<file path="src/rtl/receive_pkg.sv">
// rtl/receive_pkg.sv - shared FSM states and constants for the serial receiver (RECEIVE_PARITY_EN adds PARITY)
package receive_pkg;

  localparam int   DATA_BITS  = 8;
  localparam logic IDLE_LEVEL = 1'b1;

  typedef enum logic [2:0] {
    IDLE,
    START,
    DATA,
`ifdef RECEIVE_PARITY_EN
    PARITY,
`endif
    STOP
  } rx_state_e;

endpackage

</file>
<file path="src/rtl/rx_sync.sv">
// rtl/rx_sync.sv - two-flop synchronizer for the asynchronous serial line
module rx_sync #(
  parameter logic RESET_VAL = 1'b1
) (
  input  logic i_clk,
  input  logic i_rst,
  input  logic i_d,
  output logic o_q
);

  logic r_s1;
  logic r_s2;

  // two-stage metastability filter; reset loads the line's idle level
  always_ff @(posedge i_clk) begin
    if (i_rst) begin
      r_s1 <= RESET_VAL;
      r_s2 <= RESET_VAL;
    end else begin
      r_s1 <= i_d;
      r_s2 <= r_s1;
    end
  end

  assign o_q = r_s2;

endmodule

</file>
<file path="src/rtl/receive.sv">
// rtl/receive.sv - 8N1 serial receiver; RECEIVE_PARITY_EN adds an even-parity bit and parity_err
module receive
  import receive_pkg::*;
#(
  parameter int CLKS_PER_BIT = 16
) (
  input  logic       clk,
  input  logic       rst,
  input  logic       rxd,
  output logic [7:0] word,
  output logic       valid,
  output logic       frame_err
`ifdef RECEIVE_PARITY_EN
  ,
  output logic       parity_err
`endif
);

  localparam int TW = $clog2(CLKS_PER_BIT);
  localparam int CW = $clog2(DATA_BITS);
  localparam logic [TW-1:0] T_FULL   = TW'(CLKS_PER_BIT - 1);
  localparam logic [TW-1:0] T_HALF   = TW'(CLKS_PER_BIT / 2 - 1);
  localparam logic [CW-1:0] LAST_BIT = CW'(DATA_BITS - 1);

  logic                 w_rx;
  rx_state_e            r_state;
  rx_state_e            w_state_nxt;
  logic [TW-1:0]        r_timer;
  logic [CW-1:0]        r_bit_cnt;
  logic [DATA_BITS-1:0] r_shift;
  logic [DATA_BITS-1:0] r_word;
  logic                 r_valid;
  logic                 r_ferr;
  logic                 r_brk;
  logic                 w_full;
  logic                 w_timer_clr;
  logic                 w_shift_en;
  logic                 w_load;
  logic                 w_ferr_set;
  logic                 w_brk_set;
`ifdef RECEIVE_PARITY_EN
  logic                 r_par;
  logic                 r_perr;
  logic                 w_par_en;
  logic                 w_perr_set;
`endif

  rx_sync #(
    .RESET_VAL(IDLE_LEVEL)
  ) u_sync (
    .i_clk(clk),
    .i_rst(rst),
    .i_d  (rxd),
    .o_q  (w_rx)
  );

  assign w_full = (r_timer == T_FULL);

  // state register
  always_ff @(posedge clk) begin
    if (rst) begin
      r_state <= IDLE;
    end else begin
      r_state <= w_state_nxt;
    end
  end

  // next-state and per-cycle control decisions, all taken on the synchronized line
  always_comb begin
    w_state_nxt = r_state;
    w_timer_clr = 1'b0;
    w_shift_en  = 1'b0;
    w_load      = 1'b0;
    w_ferr_set  = 1'b0;
    w_brk_set   = 1'b0;
`ifdef RECEIVE_PARITY_EN
    w_par_en    = 1'b0;
    w_perr_set  = 1'b0;
`endif
    unique case (r_state)
      IDLE: begin
        if (w_rx != IDLE_LEVEL) begin
          w_state_nxt = START;
          w_timer_clr = 1'b1;
        end
      end
      START: begin
        if (r_timer == T_HALF) begin
          w_timer_clr = 1'b1;
          w_state_nxt = (w_rx != IDLE_LEVEL) ? DATA : IDLE;
        end
      end
      DATA: begin
        if (w_full) begin
          w_timer_clr = 1'b1;
          w_shift_en  = 1'b1;
          if (r_bit_cnt == LAST_BIT) begin
`ifdef RECEIVE_PARITY_EN
            w_state_nxt = PARITY;
`else
            w_state_nxt = STOP;
`endif
          end
        end
      end
`ifdef RECEIVE_PARITY_EN
      PARITY: begin
        if (w_full) begin
          w_timer_clr = 1'b1;
          w_par_en    = 1'b1;
          w_state_nxt = STOP;
        end
      end
`endif
      STOP: begin
        if (r_brk) begin
          // a held break must release before another start can be hunted
          if (w_rx == IDLE_LEVEL) begin
            w_state_nxt = IDLE;
          end
        end else if (w_full) begin
          w_timer_clr = 1'b1;
          if (w_rx == IDLE_LEVEL) begin
            w_state_nxt = IDLE;
`ifdef RECEIVE_PARITY_EN
            if ((^r_shift) != r_par) begin
              w_perr_set = 1'b1;
            end else begin
              w_load = 1'b1;
            end
`else
            w_load = 1'b1;
`endif
          end else begin
            w_ferr_set = 1'b1;
            w_brk_set  = 1'b1;
          end
        end
      end
      default: begin
        w_state_nxt = IDLE;
      end
    endcase
  end

  // bit timer, bit counter, shift register, output word and pulses
  always_ff @(posedge clk) begin
    if (rst) begin
      r_timer   <= '0;
      r_bit_cnt <= '0;
      r_shift   <= '0;
      r_word    <= '0;
      r_valid   <= 1'b0;
      r_ferr    <= 1'b0;
      r_brk     <= 1'b0;
    end else begin
      if (w_timer_clr) begin
        r_timer <= '0;
      end else if (r_state != IDLE && !r_brk) begin
        r_timer <= r_timer + TW'(1);
      end
      if (r_state == IDLE) begin
        r_bit_cnt <= '0;
      end else if (w_shift_en) begin
        r_bit_cnt <= r_bit_cnt + CW'(1);
      end
      if (w_shift_en) begin
        r_shift <= {w_rx, r_shift[DATA_BITS-1:1]};
      end
      if (w_load) begin
        r_word <= r_shift;
      end
      r_valid <= w_load;
      r_ferr  <= w_ferr_set;
      r_brk   <= w_brk_set | (r_brk & (w_state_nxt == STOP));
    end
  end

`ifdef RECEIVE_PARITY_EN
  // captured parity bit and its error pulse
  always_ff @(posedge clk) begin
    if (rst) begin
      r_par  <= 1'b0;
      r_perr <= 1'b0;
    end else begin
      if (w_par_en) begin
        r_par <= w_rx;
      end
      r_perr <= w_perr_set;
    end
  end

  assign parity_err = r_perr;
`endif

  assign word      = r_word;
  assign valid     = r_valid;
  assign frame_err = r_ferr;

endmodule

</file>
<file path="config.mk">
export PLATFORM = sky130hd
export DESIGN_NAME = receive
export DESIGN_NICKNAME = d
export VERILOG_FILES = /design/src/rtl/receive_pkg.sv /design/src/rtl/rx_sync.sv /design/src/rtl/receive.sv
export SDC_FILE = /design/constraint.sdc
export NUM_CORES = 1
export LEC_CHECK = 0
export CORE_ASPECT_RATIO = 1.4
export CORE_MARGIN = 2
export CORE_UTILIZATION = 34
export DETAILED_ROUTE_END_ITERATION = 6
export PLACE_DENSITY = 0.54
export SLEW_MARGIN = 10
export SYNTH_ARGS = -nofsm -noshare
export SYNTH_HDL_FRONTEND = slang
export SYNTH_SLANG_ARGS = --single-unit
export TNS_END_PERCENT = 20
</file>
<file path="constraint.sdc">
create_clock -name clk -period 1.55 [get_ports clk]
set_input_delay 0.31 -clock clk [delete_from_list [all_inputs] [get_ports clk]]
set_output_delay 0.31 -clock clk [all_outputs]
set_load 0.1 [all_outputs]
</file>
After elaboration in Yosys (flattened, before gate mapping)
Index checks and enable logic that the tools add are counted.
{"block": "op_classes", "n_shift": 0, "n_reduce_logical": 6, "order_cmp": 0, "n_eq_ne": 7, "add_sub_neg": 2, "muxes": 22, "multipliers": 0, "n_div": 0, "bitwise": 2}
{"op": "3-bit 2-to-1 mux", "count": 7}
{"op": "1-bit 2-to-1 mux", "count": 12}
{"op": "3-bit case mux with 4 select lines", "count": 1}
{"op": "3-bit by 2-bit == test with 1-bit output, second input constant", "count": 3}
{"op": "4-bit by 1-bit adder with 4-bit output, second input constant", "count": 1}
{"op": "4-bit by 3-bit == test with 1-bit output, second input constant", "count": 1}
{"op": "4-bit == test, second input constant", "count": 1}
{"op": "1-bit case mux with 4 select lines", "count": 1}
{"op": "2-bit OR reduction", "count": 2}
{"op": "3-bit by 1-bit adder with 3-bit output, second input constant", "count": 1}
{"op": "3-bit by 1-bit == test with 1-bit output, second input constant", "count": 1}
{"op": "3-bit == test, second input constant", "count": 1}
{"op": "3-bit zero test", "count": 1}
{"op": "3-bit nonzero test", "count": 1}
{"op": "2-bit 2-to-1 mux", "count": 1}
{"op": "1-bit bitwise AND", "count": 1}
{"op": "1-bit logical AND", "count": 1}
{"op": "1-bit zero test", "count": 1}
{"op": "1-bit OR", "count": 1}
{"block": "word_totals", "register_bits": 31, "romBits": 0, "mem_count": 0, "in_bits": 3, "latch_bits": 0, "wordCells": 49, "out_inout_bits": 10, "mem_bits_rw": 0}

Longest topological paths before layout
{"block": "logic_depth", "depth_word": 7, "ltp_mapped": 6}

Hierarchy
A second synthesis with hierarchy kept.
{"block": "unflattened", "cells_unflattened": 149, "area_unflattened_um2": 1380.1}
{"mod": "receive", "seq_area_each_um2": 580.6, "cells_each": 145, "area_each_um2": 1327.5, "instances": 1}
{"mod": "rx_sync", "seq_area_each_um2": 40.0, "cells_each": 4, "area_each_um2": 52.6, "instances": 1}

Least setup slack after synthesis
No wires, ideal clock.
{"block": "synth_timing", "path_kind": "reg-to-reg", "startpoint": "register r_timer[0]", "endpoint": "register r_word[0], in the netlist word[0]", "t_required_ps": 1422, "n_path_buf": 0, "stages_incl_launch_ff": 6, "path_slack_ps": -118, "synth_period_minus_slack_ps": 1668, "arrival_ps": 1541, "path_cell_list": "dfxtp_1 ha_1 nand4_4 nor4_4 mux2i_1 nor2_1"}
{"block": "synth_between", "elab_chain_cells": 4}
{"item": "start: declaration", "line_no": "receive.sv:28", "source": "logic [TW-1:0] r_timer;"}
{"item": "start signal: assignment", "line_no": "receive.sv:160", "source": "r_timer <= r_timer + TW'(1);"}
{"item": "4-bit == test", "line_no": "receive.sv:57", "source": "assign w_full = (r_timer == T_FULL);"}
{"item": "1-bit 2-to-1 mux", "line_no": "receive.sv:121", "source": "end else if (w_full) begin"}
{"item": "1-bit 2-to-1 mux", "line_no": "receive.sv:116", "source": "if (r_brk) begin"}
{"item": "1-bit 2-to-1 mux", "line_no": "receive.sv:80", "source": "unique case (r_state)"}
{"item": "end signal: assignment", "line_no": "receive.sv:171", "source": "r_word <= r_shift;"}
{"item": "end: declaration", "line_no": "receive.sv:31", "source": "logic [DATA_BITS-1:0] r_word;"}
No other way between the ends.
A chain may end at the register's enable or synchronous reset.

Worst setup path in the final report
{"block": "layout_timing", "startpoint": "register r_timer[0]", "endpoint": "register r_word[6], in the netlist word[6]"}
Same word-level chain as after synthesis.

==> reports/metrics.cfg <==
[synth]
synth_sequential_area_ratio=0.497
synth_fa_ha_area_frac=0.0301
post_synthesis_compound_gate_area_fraction=0.107
synth_area_per_cell_um2=9.11
synth-edff-count=0
ys_async_sr_fraction=0
multiplexer_fraction_of_the_synthesized_cell_area=0.0642
synthesis.nets=143
synth-warning-count=0
synthDistinctLibCells=30
yosys.area_share.xor_xnor=0.0281
main_combinational_cell_family_by_area_after_synthesis=simple AND/OR/NAND/NOR gates
synthSimpleGateAreaFrac=0.236
synth_top_flop_cell=sky130_fd_sc_hd__dfxtp_1
syn-cell-area_um2=1250
synthesis.instances=137
yosys_register_bits=31

[timing]
final_max_slew_viol_count=0
timing.final.crit_share=0.936
post_route_setup_tns_ns=0
hold_slack_ns=0.409
fin_skew_ns=0.00545
report.final.hold_viol_count=0
rsz0062_at_grt=false
fmaxAchievable_mhz=690
finalSetupViolCount=0
post-route-min-period_ns=1.45

[finish]
layout.area.seq_um2=624
most_frequent_standard_cell_in_the_layout_excluding_fill_and_tap_cells=sky130_fd_sc_hd__dfxtp_1
fraction_of_layout_cells_with_a_size_suffix_above_1=0.250
commonest_cells_after_routing_fill_and_taps_aside=28 x sky130_fd_sc_hd__dfxtp_1, 22 x sky130_fd_sc_hd__nand2_1, 15 x sky130_fd_sc_hd__nor2_1
diodes=0
nets_finish=165
multi_input_area_um2=613
flow.area_growth_from_synthesis_pct=37.3
nFillCells=360

[setup_path]
critical_path_required_ns=1.72
timing.critical_path.cells=ha_4 > nand4_4 > nor4_4 > buf_12 > mux2i_1 > nor2_1
critical_path.reg2reg.endpoint=word[6]$_SDFFE_PP0P_
critical_path.max_stage_delay_ns=0.36
worst_setup_path_endpoint=word[6]$_SDFFE_PP0P_
startpoint=r_timer[0]$_SDFFE_PP0P_
ff2ff_path_depth=6
timing.reg2reg.setup_slack_ns=0.1
worstPathMaxFanout=8
critical_path.reg2reg.startpoint=r_timer[0]$_SDFFE_PP0P_
path_class=flip-flop to flip-flop
critical_path.startpoint_type=flip-flop
worstPathArrival_ns=1.62
cp_slowest_cell=sky130_fd_sc_hd__dfxtp_2
setup.worst_path.end_class=flip-flop

[cts]
cts.path.max_buffers=2
number_of_gates_resized_after_cts=0
clock-sinks=31
ctsHtreeMaxLevel=2
worst_skew_pair.late_latency_ns=0.29
clkTransAtPathRegs_ns=0.06
post_cts.repair.setup_buffers=0
cts_made_buffers=5
cts_tree=built
post_cts_hold_buffer_count=0
clock_tree.root_cell=sky130_fd_sc_hd__clkbuf_8

[power]
leakage_nw=0.625
cellPowerDensity_nw_per_um2=927
irDropWorstVdd_mv=0.681

[routing]
post-route-drc-count=0
vias_per_cell=5.09
first_iter_violations=20
drt-pass1-iter-count=4
detailed_route_wire_length_per_cell_um=13.1
vias=1028
drt.antenna.violating_nets=0
detail_route.wirelength_um=2640

[placement]
post_detail_place_hpwl_um=1800
gp_congestion=0.752
input_output_buffers=12

[job]
maxCapViolations=0

[global_route]
overflow=0
largest_net_degree_at_the_start_of_global_routing=16
grt_pass1_vias=974
wire_length_of_the_first_global_routing_pass_um=4400
globalRouteTotalUtil=0.151
antenna_found_initial=0

[die]
floorplan.core_area_um2=3580
rows=26
design.die.area_um2=4180
die-width_um=55.2
num_io_pins=13
dieHeight_um=75.7
initial_utilization=0.349

[status]
run_status=completed

[worst_hold_path]
worst_hold_path_type=flip-flop to flip-flop

## layout make-up
type                    instances  area share
well taps                      42      0.0307
multi-input cells              95       0.358
clock buffers                   8      0.0584
inverters                       4     0.00877
flip-flops and latches         31       0.365
repair buffers                 22       0.180
## report_power, final
group / total, mW / switching [mW] / internal [mW]
Combinational: 0.0636 / 0.0325 / 0.0312
Clock: 0.702 / 0.297 / 0.405
Sequential: 0.822 / 0.0142 / 0.808
## flip-flops by register name, summed over array words and instances (netlist names)
register / cells
r_timer: 4
r_state: 3
r_bit_cnt: 3
word: 8
valid: 1
u_sync.r_s1: 1
r_shift: 8
u_sync.o_q: 1
r_brk: 1
frame_err: 1
## cells in the mapped netlist (all sizes together), types with 4 or more instances
| library cell | count | share of area |
|---|---|---|
| clkbuf | 6 | 0.018 |
| nand2 | 22 | 0.066 |
| nor2 | 15 | 0.045 |
| xnor2 | 4 | 0.028 |
| a21oi | 11 | 0.044 |
| inv | 4 | 0.012 |
| nor3 | 4 | 0.016 |
| or2 | 4 | 0.020 |
| nor4 | 4 | 0.032 |
| dfxtp | 31 | 0.50 |
| mux2i | 8 | 0.064 |
## worst min path at each step
| stage | depth (start not counted) | startpoint | endpoint | slack (ns) |
|---|---|---|---|---|
| after floorplan | 1 | u_sync.r_s1$_SDFF_PP1_ | u_sync.o_q$_SDFF_PP1_ | 0.39 |
| after global placement | 1 | u_sync.r_s1$_SDFF_PP1_ | u_sync.o_q$_SDFF_PP1_ | 0.39 |
| after detailed placement | 1 | u_sync.r_s1$_SDFF_PP1_ | u_sync.o_q$_SDFF_PP1_ | 0.40 |
| after CTS | 1 | u_sync.r_s1$_SDFF_PP1_ | u_sync.o_q$_SDFF_PP1_ | 0.41 |
| after global routing | 1 | u_sync.r_s1$_SDFF_PP1_ | u_sync.o_q$_SDFF_PP1_ | 0.44 |
| final | 1 | u_sync.r_s1$_SDFF_PP1_ | u_sync.o_q$_SDFF_PP1_ | 0.41 |
## kinds of logic (layout without fill, tap and decap cells)
group | Yosys count | in the layout
DFF | 31 | 31
other | 1 | 1
adders and majority gates | 3 | 3
xor gates and xnor gates | 4 | 4
AOI/OAI and AO/OA | 22 | 22
and+or+nand+nor | 57 | 57
muxes | 8 | 8
buffers and inverters | 11 | 34
## through the flow
step                      cells  total power [mW]  utilization  area [µm²]  setup slack [ns]
after global placement      194             0.898        0.445        1590            0.0300
final                       202              1.59        0.479        1710            0.0999
after CTS                   202              1.60        0.473        1690            0.0233
after floorplan             137             0.875            -        1260            0.0174
after global routing        202              1.66        0.479        1710            0.0152
after detailed placement    194             0.901        0.445        1590            0.0323
## worst max-delay path: cells and delay by family (launching register included)
kind	cells	cell delay [ns]
simple gates	3	0.42
flops	1	0.36
mux	1	0.20
buf+inv	1	0.18
fa+ha+maj	1	0.17
## metal layers
metal | up-vias | global-route usage | wire [µm]
met5 | - | 0 | 0
met4 | 0 | 0.0813 | 68
met3 | 6 | 0.0569 | 103
met2 | 15 | 0.239 | 1310
met1 | 497 | 0.174 | 1160
li1 | 510 | - | -
Power figures use the tool's default switching activity.
